### config.mk
export PLATFORM = sky130hd
export DESIGN_NAME = systolic_sequencer_flat
export DESIGN_NICKNAME = d
export VERILOG_FILES = /design/src/rtl/systolic_sequencer_pkg.sv /design/src/rtl/systolic_sequencer_if.sv /design/src/rtl/systolic_sequencer_beat_counter.sv /design/src/rtl/systolic_sequencer.sv /design/src/flat_wrapper.sv
export SDC_FILE = /design/constraint.sdc
export NUM_CORES = 1
export LEC_CHECK = 0
export BUFFER_PORTS_ARGS = -buffer_cell sky130_fd_sc_hd__buf_2
export CORE_MARGIN = 4
export CORE_UTILIZATION = 57
export DETAILED_ROUTE_END_ITERATION = 10
export PLACE_DENSITY = 0.84
export SETUP_SLACK_MARGIN = 0.4
export SYNTH_ARGS = -nofsm -noshare
export SYNTH_HDL_FRONTEND = slang
export SYNTH_HIERARCHICAL = 1
export SYNTH_SLANG_ARGS = --single-unit
### constraint.sdc
create_clock -name clk -period 5 [get_ports clk]
set_clock_uncertainty 0.2 [all_clocks]
set_input_delay 0.25 -clock clk [delete_from_list [all_inputs] [get_ports clk]]
set_output_delay 0.25 -clock clk [all_outputs]
set_load 0.01 [all_outputs]
### src/rtl/systolic_sequencer_pkg.sv
// Shared constants for the systolic array sequencer: instruction field layout,
// opcodes and controller states.
package systolic_seq_pkg;

  localparam int OPC_MSB  = 63;
  localparam int OPC_LSB  = 60;
  localparam int ADDR_MSB = 59;
  localparam int ADDR_LSB = 44;
  localparam int LEN_MSB  = 43;
  localparam int LEN_LSB  = 32;

  localparam logic [3:0] OPC_NOP     = 4'd0;
  localparam logic [3:0] OPC_LOAD_W  = 4'd1;
  localparam logic [3:0] OPC_LOAD_A  = 4'd2;
  localparam logic [3:0] OPC_COMPUTE = 4'd3;
  localparam logic [3:0] OPC_STORE   = 4'd4;
  localparam logic [3:0] OPC_HALT    = 4'd15;

  typedef enum logic [2:0] {
    S_IDLE,
    S_DECODE,
    S_LOAD_W,
    S_LOAD_A,
    S_COMPUTE,
    S_STORE,
    S_HALT
  } state_t;

  function automatic logic is_data_op(input logic [3:0] opc);
    return (opc == OPC_LOAD_W) || (opc == OPC_LOAD_A) ||
           (opc == OPC_COMPUTE) || (opc == OPC_STORE);
  endfunction

endpackage

### src/rtl/systolic_sequencer_if.sv
// Instruction handshake, scratchpad strobes and array enables of the sequencer.
// SEQ_PERF_COUNTERS_EN adds the two performance counter outputs.
interface systolic_sequencer_if #(
  parameter int ADDR_WIDTH = 16
);
  logic [63:0]           instr_in;
  logic                  instr_valid;
  logic                  instr_ready;
  logic                  mem_stall;
  logic [ADDR_WIDTH-1:0] mem_addr;
  logic                  mem_rd_en;
  logic                  mem_wr_en;
  logic                  weight_load_en;
  logic                  act_load_en;
  logic                  compute_en;
  logic                  drain_en;
  logic                  busy;
  logic                  halted;
  logic                  err_illegal;

`ifdef SEQ_PERF_COUNTERS_EN
  logic [31:0] perf_compute_cycles;
  logic [31:0] perf_stall_cycles;

  modport master (
    input  instr_in, instr_valid, mem_stall,
    output instr_ready, mem_addr, mem_rd_en, mem_wr_en, weight_load_en,
           act_load_en, compute_en, drain_en, busy, halted, err_illegal,
           perf_compute_cycles, perf_stall_cycles
  );
  modport slave (
    output instr_in, instr_valid, mem_stall,
    input  instr_ready, mem_addr, mem_rd_en, mem_wr_en, weight_load_en,
           act_load_en, compute_en, drain_en, busy, halted, err_illegal,
           perf_compute_cycles, perf_stall_cycles
  );
`else
  modport master (
    input  instr_in, instr_valid, mem_stall,
    output instr_ready, mem_addr, mem_rd_en, mem_wr_en, weight_load_en,
           act_load_en, compute_en, drain_en, busy, halted, err_illegal
  );
  modport slave (
    output instr_in, instr_valid, mem_stall,
    input  instr_ready, mem_addr, mem_rd_en, mem_wr_en, weight_load_en,
           act_load_en, compute_en, drain_en, busy, halted, err_illegal
  );
`endif

endinterface

### src/rtl/systolic_sequencer_beat_counter.sv
// Loadable down-counter; holds while stalled, stops at zero.
// zero/last flags are decoded combinationally from the count.
module seq_beat_counter #(
  parameter int WIDTH = 13
) (
  input  logic             clk,
  input  logic             rst,
  input  logic             load,
  input  logic [WIDTH-1:0] load_val,
  input  logic             en,
  input  logic             stall,
  output logic             last,
  output logic             zero
);

  logic [WIDTH-1:0] count;

  always_ff @(posedge clk or posedge rst) begin
    if (rst) begin
      count <= '0;
    end else if (load) begin
      count <= load_val;
    end else if (en && !stall && !zero) begin
      count <= count - 1'b1;
    end
  end

  assign zero = (count == '0);
  assign last = (count == WIDTH'(1));

endmodule

### src/rtl/systolic_sequencer.sv
// Decodes buffered instructions and sequences the PE array through load/compute/drain.
// Two cycles of overhead per instruction; mem_stall freezes a phase with all strobes low.
// SEQ_PERF_COUNTERS_EN adds saturating compute/stall cycle counters.
module systolic_sequencer
  import systolic_seq_pkg::*;
#(
  parameter int ARRAY_DIM  = 4,
  parameter int ADDR_WIDTH = 16,
  parameter int LEN_WIDTH  = 12
) (
  input logic                 clk,
  input logic                 rst,
  systolic_sequencer_if.master bus
);

  localparam int CW = LEN_WIDTH + 1;

  state_t                   state;
  logic [3:0]               opc_q;
  logic [ADDR_WIDTH-1:0]    addr_q;
  logic [ADDR_WIDTH-1:0]    shown_q;
  logic [ADDR_WIDTH-1:0]    mem_addr_int;
  logic [LEN_WIDTH-1:0]     len_q;
  logic                     dly_q;
  logic                     err_q;

  logic [ADDR_MSB-ADDR_LSB:0] base_field;
  logic [LEN_MSB-LEN_LSB:0]   len_field;
  logic                       unused_bits;

  logic          in_load, in_phase, rd_beat, wr_beat, cmp_beat, beat, fire, stall_hold;
  logic          cnt_load, cnt_last, cnt_zero;
  logic [CW-1:0] cnt_load_val, compute_len;

  assign base_field  = bus.instr_in[ADDR_MSB:ADDR_LSB];
  assign len_field   = bus.instr_in[LEN_MSB:LEN_LSB];
  assign unused_bits = ^bus.instr_in[LEN_LSB-1:0];

  assign in_load    = (state == S_LOAD_W) || (state == S_LOAD_A);
  assign in_phase   = in_load || (state == S_COMPUTE) || (state == S_STORE);
  assign rd_beat    = in_load && !cnt_zero;
  assign wr_beat    = (state == S_STORE) && !cnt_zero;
  assign cmp_beat   = (state == S_COMPUTE) && !cnt_zero;
  assign beat       = rd_beat || wr_beat || cmp_beat;
  assign fire       = beat && !bus.mem_stall;
  assign stall_hold = bus.mem_stall && in_phase;

  // Fill + flush adds 2*(ARRAY_DIM-1) cycles; one extra bit keeps it from wrapping.
  assign compute_len  = {1'b0, len_q} + CW'(2 * ARRAY_DIM - 2);
  assign cnt_load     = (state == S_DECODE);
  assign cnt_load_val = (opc_q == OPC_COMPUTE) ? compute_len : {1'b0, len_q};

  seq_beat_counter #(.WIDTH(CW)) u_beat_cnt (
    .clk      (clk),
    .rst      (rst),
    .load     (cnt_load),
    .load_val (cnt_load_val),
    .en       (beat),
    .stall    (bus.mem_stall),
    .last     (cnt_last),
    .zero     (cnt_zero)
  );

  always_ff @(posedge clk or posedge rst) begin
    if (rst) begin
      state   <= S_IDLE;
      opc_q   <= '0;
      addr_q  <= '0;
      shown_q <= '0;
      len_q   <= '0;
      dly_q   <= 1'b0;
      err_q   <= 1'b0;
    end else begin
      shown_q <= mem_addr_int;
      if (!stall_hold) dly_q <= rd_beat;
      if (fire && (state != S_COMPUTE)) addr_q <= addr_q + 1'b1;

      case (state)
        S_IDLE: begin
          if (bus.instr_valid) begin
            opc_q  <= bus.instr_in[OPC_MSB:OPC_LSB];
            addr_q <= base_field[ADDR_WIDTH-1:0];
            len_q  <= len_field[LEN_WIDTH-1:0];
            state  <= S_DECODE;
          end
        end
        S_DECODE: begin
          if (opc_q == OPC_HALT) begin
            state <= S_HALT;
          end else if (!is_data_op(opc_q)) begin
            if (opc_q != OPC_NOP) err_q <= 1'b1;
            state <= S_IDLE;
          end else if (len_q == '0) begin
            state <= S_IDLE;
          end else begin
            case (opc_q)
              OPC_LOAD_W:  state <= S_LOAD_W;
              OPC_LOAD_A:  state <= S_LOAD_A;
              OPC_COMPUTE: state <= S_COMPUTE;
              default:     state <= S_STORE;
            endcase
          end
        end
        // The extra cycle after the last read lets the delayed load enable fire.
        S_LOAD_W, S_LOAD_A: begin
          if (!bus.mem_stall && cnt_zero) state <= S_IDLE;
        end
        S_COMPUTE, S_STORE: begin
          if (fire && cnt_last) state <= S_IDLE;
        end
        S_HALT:  state <= S_HALT;
        default: state <= S_IDLE;
      endcase
    end
  end

  assign mem_addr_int       = stall_hold ? shown_q : addr_q;
  assign bus.mem_addr       = mem_addr_int;
  assign bus.instr_ready    = (state == S_IDLE) && !rst;
  assign bus.mem_rd_en      = rd_beat && !bus.mem_stall;
  assign bus.mem_wr_en      = wr_beat && !bus.mem_stall;
  assign bus.drain_en       = wr_beat && !bus.mem_stall;
  assign bus.compute_en     = cmp_beat && !bus.mem_stall;
  assign bus.weight_load_en = dly_q && (state == S_LOAD_W) && !bus.mem_stall;
  assign bus.act_load_en    = dly_q && (state == S_LOAD_A) && !bus.mem_stall;
  assign bus.busy           = (state != S_IDLE);
  assign bus.halted         = (state == S_HALT);
  assign bus.err_illegal    = err_q;

`ifdef SEQ_PERF_COUNTERS_EN
  logic [31:0] perf_comp_q;
  logic [31:0] perf_stall_q;

  always_ff @(posedge clk or posedge rst) begin
    if (rst) begin
      perf_comp_q  <= '0;
      perf_stall_q <= '0;
    end else begin
      if (cmp_beat && !bus.mem_stall && (perf_comp_q != '1)) perf_comp_q <= perf_comp_q + 1'b1;
      if (stall_hold && (perf_stall_q != '1)) perf_stall_q <= perf_stall_q + 1'b1;
    end
  end

  assign bus.perf_compute_cycles = perf_comp_q;
  assign bus.perf_stall_cycles   = perf_stall_q;
`endif

endmodule
### src/flat_wrapper.sv
// flat-port wrapper written by rule: the top's interface ports become plain ports
module systolic_sequencer_flat import systolic_seq_pkg::*;
#(
  parameter int ARRAY_DIM  = 4,
  parameter int ADDR_WIDTH = 16,
  parameter int LEN_WIDTH  = 12
)
  (clk, rst, bus_instr_in, bus_instr_valid, bus_mem_stall, bus_instr_ready, bus_mem_addr, bus_mem_rd_en, bus_mem_wr_en, bus_weight_load_en, bus_act_load_en, bus_compute_en, bus_drain_en, bus_busy, bus_halted, bus_err_illegal);
  systolic_sequencer_if #(.ADDR_WIDTH(ADDR_WIDTH)) bus_i ();
  input logic clk;
  input logic rst;
  input wire logic [$bits(bus_i.instr_in)-1:0] bus_instr_in;
  input wire logic [$bits(bus_i.instr_valid)-1:0] bus_instr_valid;
  input wire logic [$bits(bus_i.mem_stall)-1:0] bus_mem_stall;
  output wire logic [$bits(bus_i.instr_ready)-1:0] bus_instr_ready;
  output wire logic [$bits(bus_i.mem_addr)-1:0] bus_mem_addr;
  output wire logic [$bits(bus_i.mem_rd_en)-1:0] bus_mem_rd_en;
  output wire logic [$bits(bus_i.mem_wr_en)-1:0] bus_mem_wr_en;
  output wire logic [$bits(bus_i.weight_load_en)-1:0] bus_weight_load_en;
  output wire logic [$bits(bus_i.act_load_en)-1:0] bus_act_load_en;
  output wire logic [$bits(bus_i.compute_en)-1:0] bus_compute_en;
  output wire logic [$bits(bus_i.drain_en)-1:0] bus_drain_en;
  output wire logic [$bits(bus_i.busy)-1:0] bus_busy;
  output wire logic [$bits(bus_i.halted)-1:0] bus_halted;
  output wire logic [$bits(bus_i.err_illegal)-1:0] bus_err_illegal;
  assign bus_i.instr_in = bus_instr_in;
  assign bus_i.instr_valid = bus_instr_valid;
  assign bus_i.mem_stall = bus_mem_stall;
  assign bus_instr_ready = bus_i.instr_ready;
  assign bus_mem_addr = bus_i.mem_addr;
  assign bus_mem_rd_en = bus_i.mem_rd_en;
  assign bus_mem_wr_en = bus_i.mem_wr_en;
  assign bus_weight_load_en = bus_i.weight_load_en;
  assign bus_act_load_en = bus_i.act_load_en;
  assign bus_compute_en = bus_i.compute_en;
  assign bus_drain_en = bus_i.drain_en;
  assign bus_busy = bus_i.busy;
  assign bus_halted = bus_i.halted;
  assign bus_err_illegal = bus_i.err_illegal;
  systolic_sequencer #(.ARRAY_DIM(ARRAY_DIM), .ADDR_WIDTH(ADDR_WIDTH), .LEN_WIDTH(LEN_WIDTH)) u_core (.clk(clk), .rst(rst), .bus(bus_i));
endmodule
==> flow_metrics.tcl <==
set metrics [dict create \
    status "completed" \
    syn-cell-area_sq_um 3740 \
    worstSetupEndpointType "flop" \
    cts_max_level 3 \
    initial_core_util 0.590 \
    drtPass1Iterations 5 \
    placeableCoreArea_sq_um 6350 \
    clock-sinks 66 \
    hpwlAfterDp_um 6260 \
    max_freq_mhz 291 \
    worst-slew-pin-transition_ps 1090 \
    top_signal_layer_used "met4" \
    rr_endpoint "u_core/u_beat_cnt/count[5]" \
    cp_data_required_time_ps 5050 \
    cts_root_buffer "sky130_fd_sc_hd__clkbuf_8" \
    synthDistinctLibCells 64 \
    remaining_drc_errors 0 \
    netlist_instances 403 \
    crit_path_cell_trace "inv_1 -> ha_1 -> nor2b_1 -> nand4_1 -> inv_1 -> a21oi_1 -> nor4b_1 -> nand2_1 -> or4_2 -> a31oi_1" \
    setup-tns-final_ps 0 \
    syn_area_per_cell_sq_um 9.29 \
    final_min_period_over_clock_period 0.686 \
    post_synthesis_sequential_element_count 66 \
    max-clock-path-buffers 2 \
    routed_length_per_instance_um 16.7 \
    critPathArrivalTime_ps 3480 \
    crit_type "reg -> reg" \
    slowest_stage "sky130_fd_sc_hd__or4_2" \
    drt-vias-per-instance 6.04 \
    crit-reg2reg-launch "u_core/u_beat_cnt/count[0]" \
    worstHoldStart "bus_instr_in[58]" \
    timing.critical_path.from_type "flop" \
    m1WireLength_um 3850 \
    timing.final.hold_violations 0 \
    met3RoutedLength_um 704 \
    hold_class "in -> reg" \
    detailedPlace.worstSlack_ps 1580 \
    place_area_sq_um 4040 \
    critPathMaxStageDelay_ps 660 \
    rsz0062_at_grt "false" \
    antenna_cells 0 \
    path_max_fanout 8 \
    pwr_density_cell_nw_per_um2 584 \
    cts_buf_count 9 \
    holdPathStages 3 \
    gp_routability_congestion 0.844 \
    number_of_antenna_violations_at_the_first_check_in_global_routing 0 \
    buffers_inverters_on_critical_path 2 \
    cap_violations 0 \
    layout-area-overhead-vs-synth_pct 22.5 \
    chipHeight_um 89.1 \
    number_of_cells_traversed_by_the_worst_register_to_register_path 10 \
    grt.overflow.total 0 \
    async_flop_share 1.00 \
    detail-route-antenna-nets 0 \
    fillCellCount 436 \
    design.final.nets 559 \
    via_count 3431 \
    clock_insertion_delay_at_the_later_pin_of_the_skew_report_ps 330 \
    drv_slew 0 \
    leak_uw 0.00199 \
    detailedRoute.firstIterationViolations 304 \
    warning_count_from_the_yosys_run 6 \
    gr-usage-all-layers 0.252 \
    port_buffers 61 \
    synth_edf_count 0 \
    finalWorstPathRequiredPeriod_ps 3430 \
    postSynth.topFlopCell "sky130_fd_sc_hd__dfrtp_1" \
    final_area_sq_um 4590 \
    vdd.ir_drop.worst_uv 373 \
    finalSetupViolCount 0 \
    dr_wl_met2_um 4720 \
    core.rowCount 29 \
    die_area_sq_um 7930 \
    wire_length_of_the_first_global_routing_pass_um 15300 \
    drt-total-wl_um 9470 \
    synth.yosys.seq_area_share 0.441 \
    fp.dieW_um 89.1 \
    synth_fp_nets 476 \
    drive_gt1_frac 0.216 \
    clk_pin_slew_ps 80 \
    pin_count_of_the_biggest_net_entering_global_routing 54 \
    worst_path_most_repeated_cell "sky130_fd_sc_hd__inv_1" \
    num_io_pins 94 \
    max_slew_margin 0.274 \
    ff2ff_setup_slack_ps 1570 \
    grt_pass1_vias 3300 \
    worst_hold_path.endpoint "u_core/addr_q[14]" \
    layout_setup_ws_ps 1570 \
    critical_path.top_delay_family "simple AND/OR/NAND/NOR gates" \
    cts_tree "done" \
    post-cts-setup-buffer-count 0 \
]
==> worst min-delay path: stages <==
cell and delay (ps):
sky130_fd_sc_hd__buf_2 90, sky130_fd_sc_hd__nor2_1 40, sky130_fd_sc_hd__a31oi_1 120
==> cell usage after synthesis (6+ instances only) <==
master / n / area share
sky130_fd_sc_hd__nor4_1: 9 / 0.015
sky130_fd_sc_hd__nand2b_1: 8 / 0.013
sky130_fd_sc_hd__a21oi_1: 7 / 0.0094
sky130_fd_sc_hd__nand3_1: 8 / 0.011
sky130_fd_sc_hd__mux2_2: 16 / 0.048
sky130_fd_sc_hd__dfrtp_1: 66 / 0.44
sky130_fd_sc_hd__a31oi_1: 14 / 0.023
sky130_fd_sc_hd__o21ai_0: 24 / 0.032
sky130_fd_sc_hd__clkbuf_1: 9 / 0.0090
sky130_fd_sc_hd__buf_2: 10 / 0.013
sky130_fd_sc_hd__nor2_1: 27 / 0.027
sky130_fd_sc_hd__nor3_1: 6 / 0.0080
sky130_fd_sc_hd__xnor2_1: 18 / 0.042
sky130_fd_sc_hd__nand4_1: 6 / 0.010
sky130_fd_sc_hd__nand2_1: 62 / 0.062
sky130_fd_sc_hd__inv_1: 21 / 0.021
==> per-layer routing <==
| layer | track usage | up-vias |
|---|---|---|
| met5 | 0 | - |
| met4 | 0.104 | 0 |
| met3 | 0.0433 | 23 |
| met2 | 0.427 | 158 |
| met1 | 0.319 | 1638 |
| li1 | - | 1612 |
==> report_power, final <==
group | switching, uW | internal [uW]
clock network | 210 | 295
registers | 275 | 786
logic | 621 | 492
==> placed cells by master (no fill, tap or decap), types with 4 or more instances in the layout <==
cell type / count
sky130_fd_sc_hd__a31oi_1: 14
sky130_fd_sc_hd__o211ai_1: 4
sky130_fd_sc_hd__nor4_1: 9
sky130_fd_sc_hd__nor2b_1: 5
sky130_fd_sc_hd__nor3_1: 6
sky130_fd_sc_hd__o31ai_1: 5
sky130_fd_sc_hd__or4_1: 5
sky130_fd_sc_hd__nand4_1: 6
sky130_fd_sc_hd__inv_1: 20
sky130_fd_sc_hd__nand2_1: 62
sky130_fd_sc_hd__ha_1: 5
sky130_fd_sc_hd__a21oi_1: 7
sky130_fd_sc_hd__mux2_2: 16
sky130_fd_sc_hd__o21ai_0: 24
sky130_fd_sc_hd__nor2_1: 26
sky130_fd_sc_hd__xnor2_1: 18
sky130_fd_sc_hd__buf_2: 61
sky130_fd_sc_hd__dfrtp_1: 66
sky130_fd_sc_hd__nand3_1: 8
sky130_fd_sc_hd__dlygate4sd3_1: 32
sky130_fd_sc_hd__nand2b_1: 8
sky130_fd_sc_hd__clkbuf_8: 10
sky130_fd_sc_hd__nand3b_1: 4
==> registers in the layout, indices dropped and copies added, names as in the netlist <==
signal and cells:
u_core/len_q 12, u_core/u_beat_cnt/count 13, u_core/dly_q 1, u_core/state 3, u_core/addr_q 16, u_core/bus.err_illegal 1, u_core/shown_q 16, u_core/opc_q 4
==> through the flow <==
stage	utilization	instances	hold WS (ps)	power, uW
2_1_floorplan	-	403	-73.0	1820
3_3_place_gp	0.637	520	152	2050
3_5_place_dp	0.637	520	165	2120
4_1_cts	0.723	568	3.73	2670
5_1_grt	0.723	568	7.85	2860
6_report	0.723	568	20.9	2680
==> kinds of logic after synthesis <==
kind of cell	share of synthesized area
adders and majority gates	0.0167
xor gates and xnor gates	0.0491
buffers and inverters	0.0515
DFF	0.441
muxes	0.0535
AOI/OAI and AO/OA	0.156
and+or+nand+nor	0.232
==> worst max-delay path by stage <==
| stage | depth (start not counted) | slack, ps | to | from |
|---|---|---|---|---|
| global placement | 10 | 1720 | u_core/u_beat_cnt/count[5] | u_core/u_beat_cnt/count[0] |
| floorplan | 10 | 2060 | u_core/u_beat_cnt/count[5] | u_core/u_beat_cnt/count[0] |
| finish | 10 | 1570 | u_core/u_beat_cnt/count[5] | u_core/u_beat_cnt/count[0] |
| detailed placement | 10 | 1580 | u_core/u_beat_cnt/count[5] | u_core/u_beat_cnt/count[0] |
| CTS | 10 | 1570 | u_core/u_beat_cnt/count[5] | u_core/u_beat_cnt/count[0] |
| global route | 10 | 1290 | u_core/u_beat_cnt/count[5] | u_core/u_beat_cnt/count[0] |
==> layout make-up <==
class                   instances  area, sq um  area share
well taps                      77         96.3      0.0210
multi-input cells             294         1900       0.415
repair buffers                 94          633       0.138
inverters                      21         78.8      0.0172
flip-flops and latches         66         1650       0.360
clock buffers                  10          138      0.0300
clock inverters                 6         87.6      0.0191
==> repair_timing <==
item / CTS / global route
hold buffers: 32 / 0
resized for setup: 0 / 0
endpoints found under the hold margin: 44 / 0
Note: power is estimated with default switching activity, not from simulation.
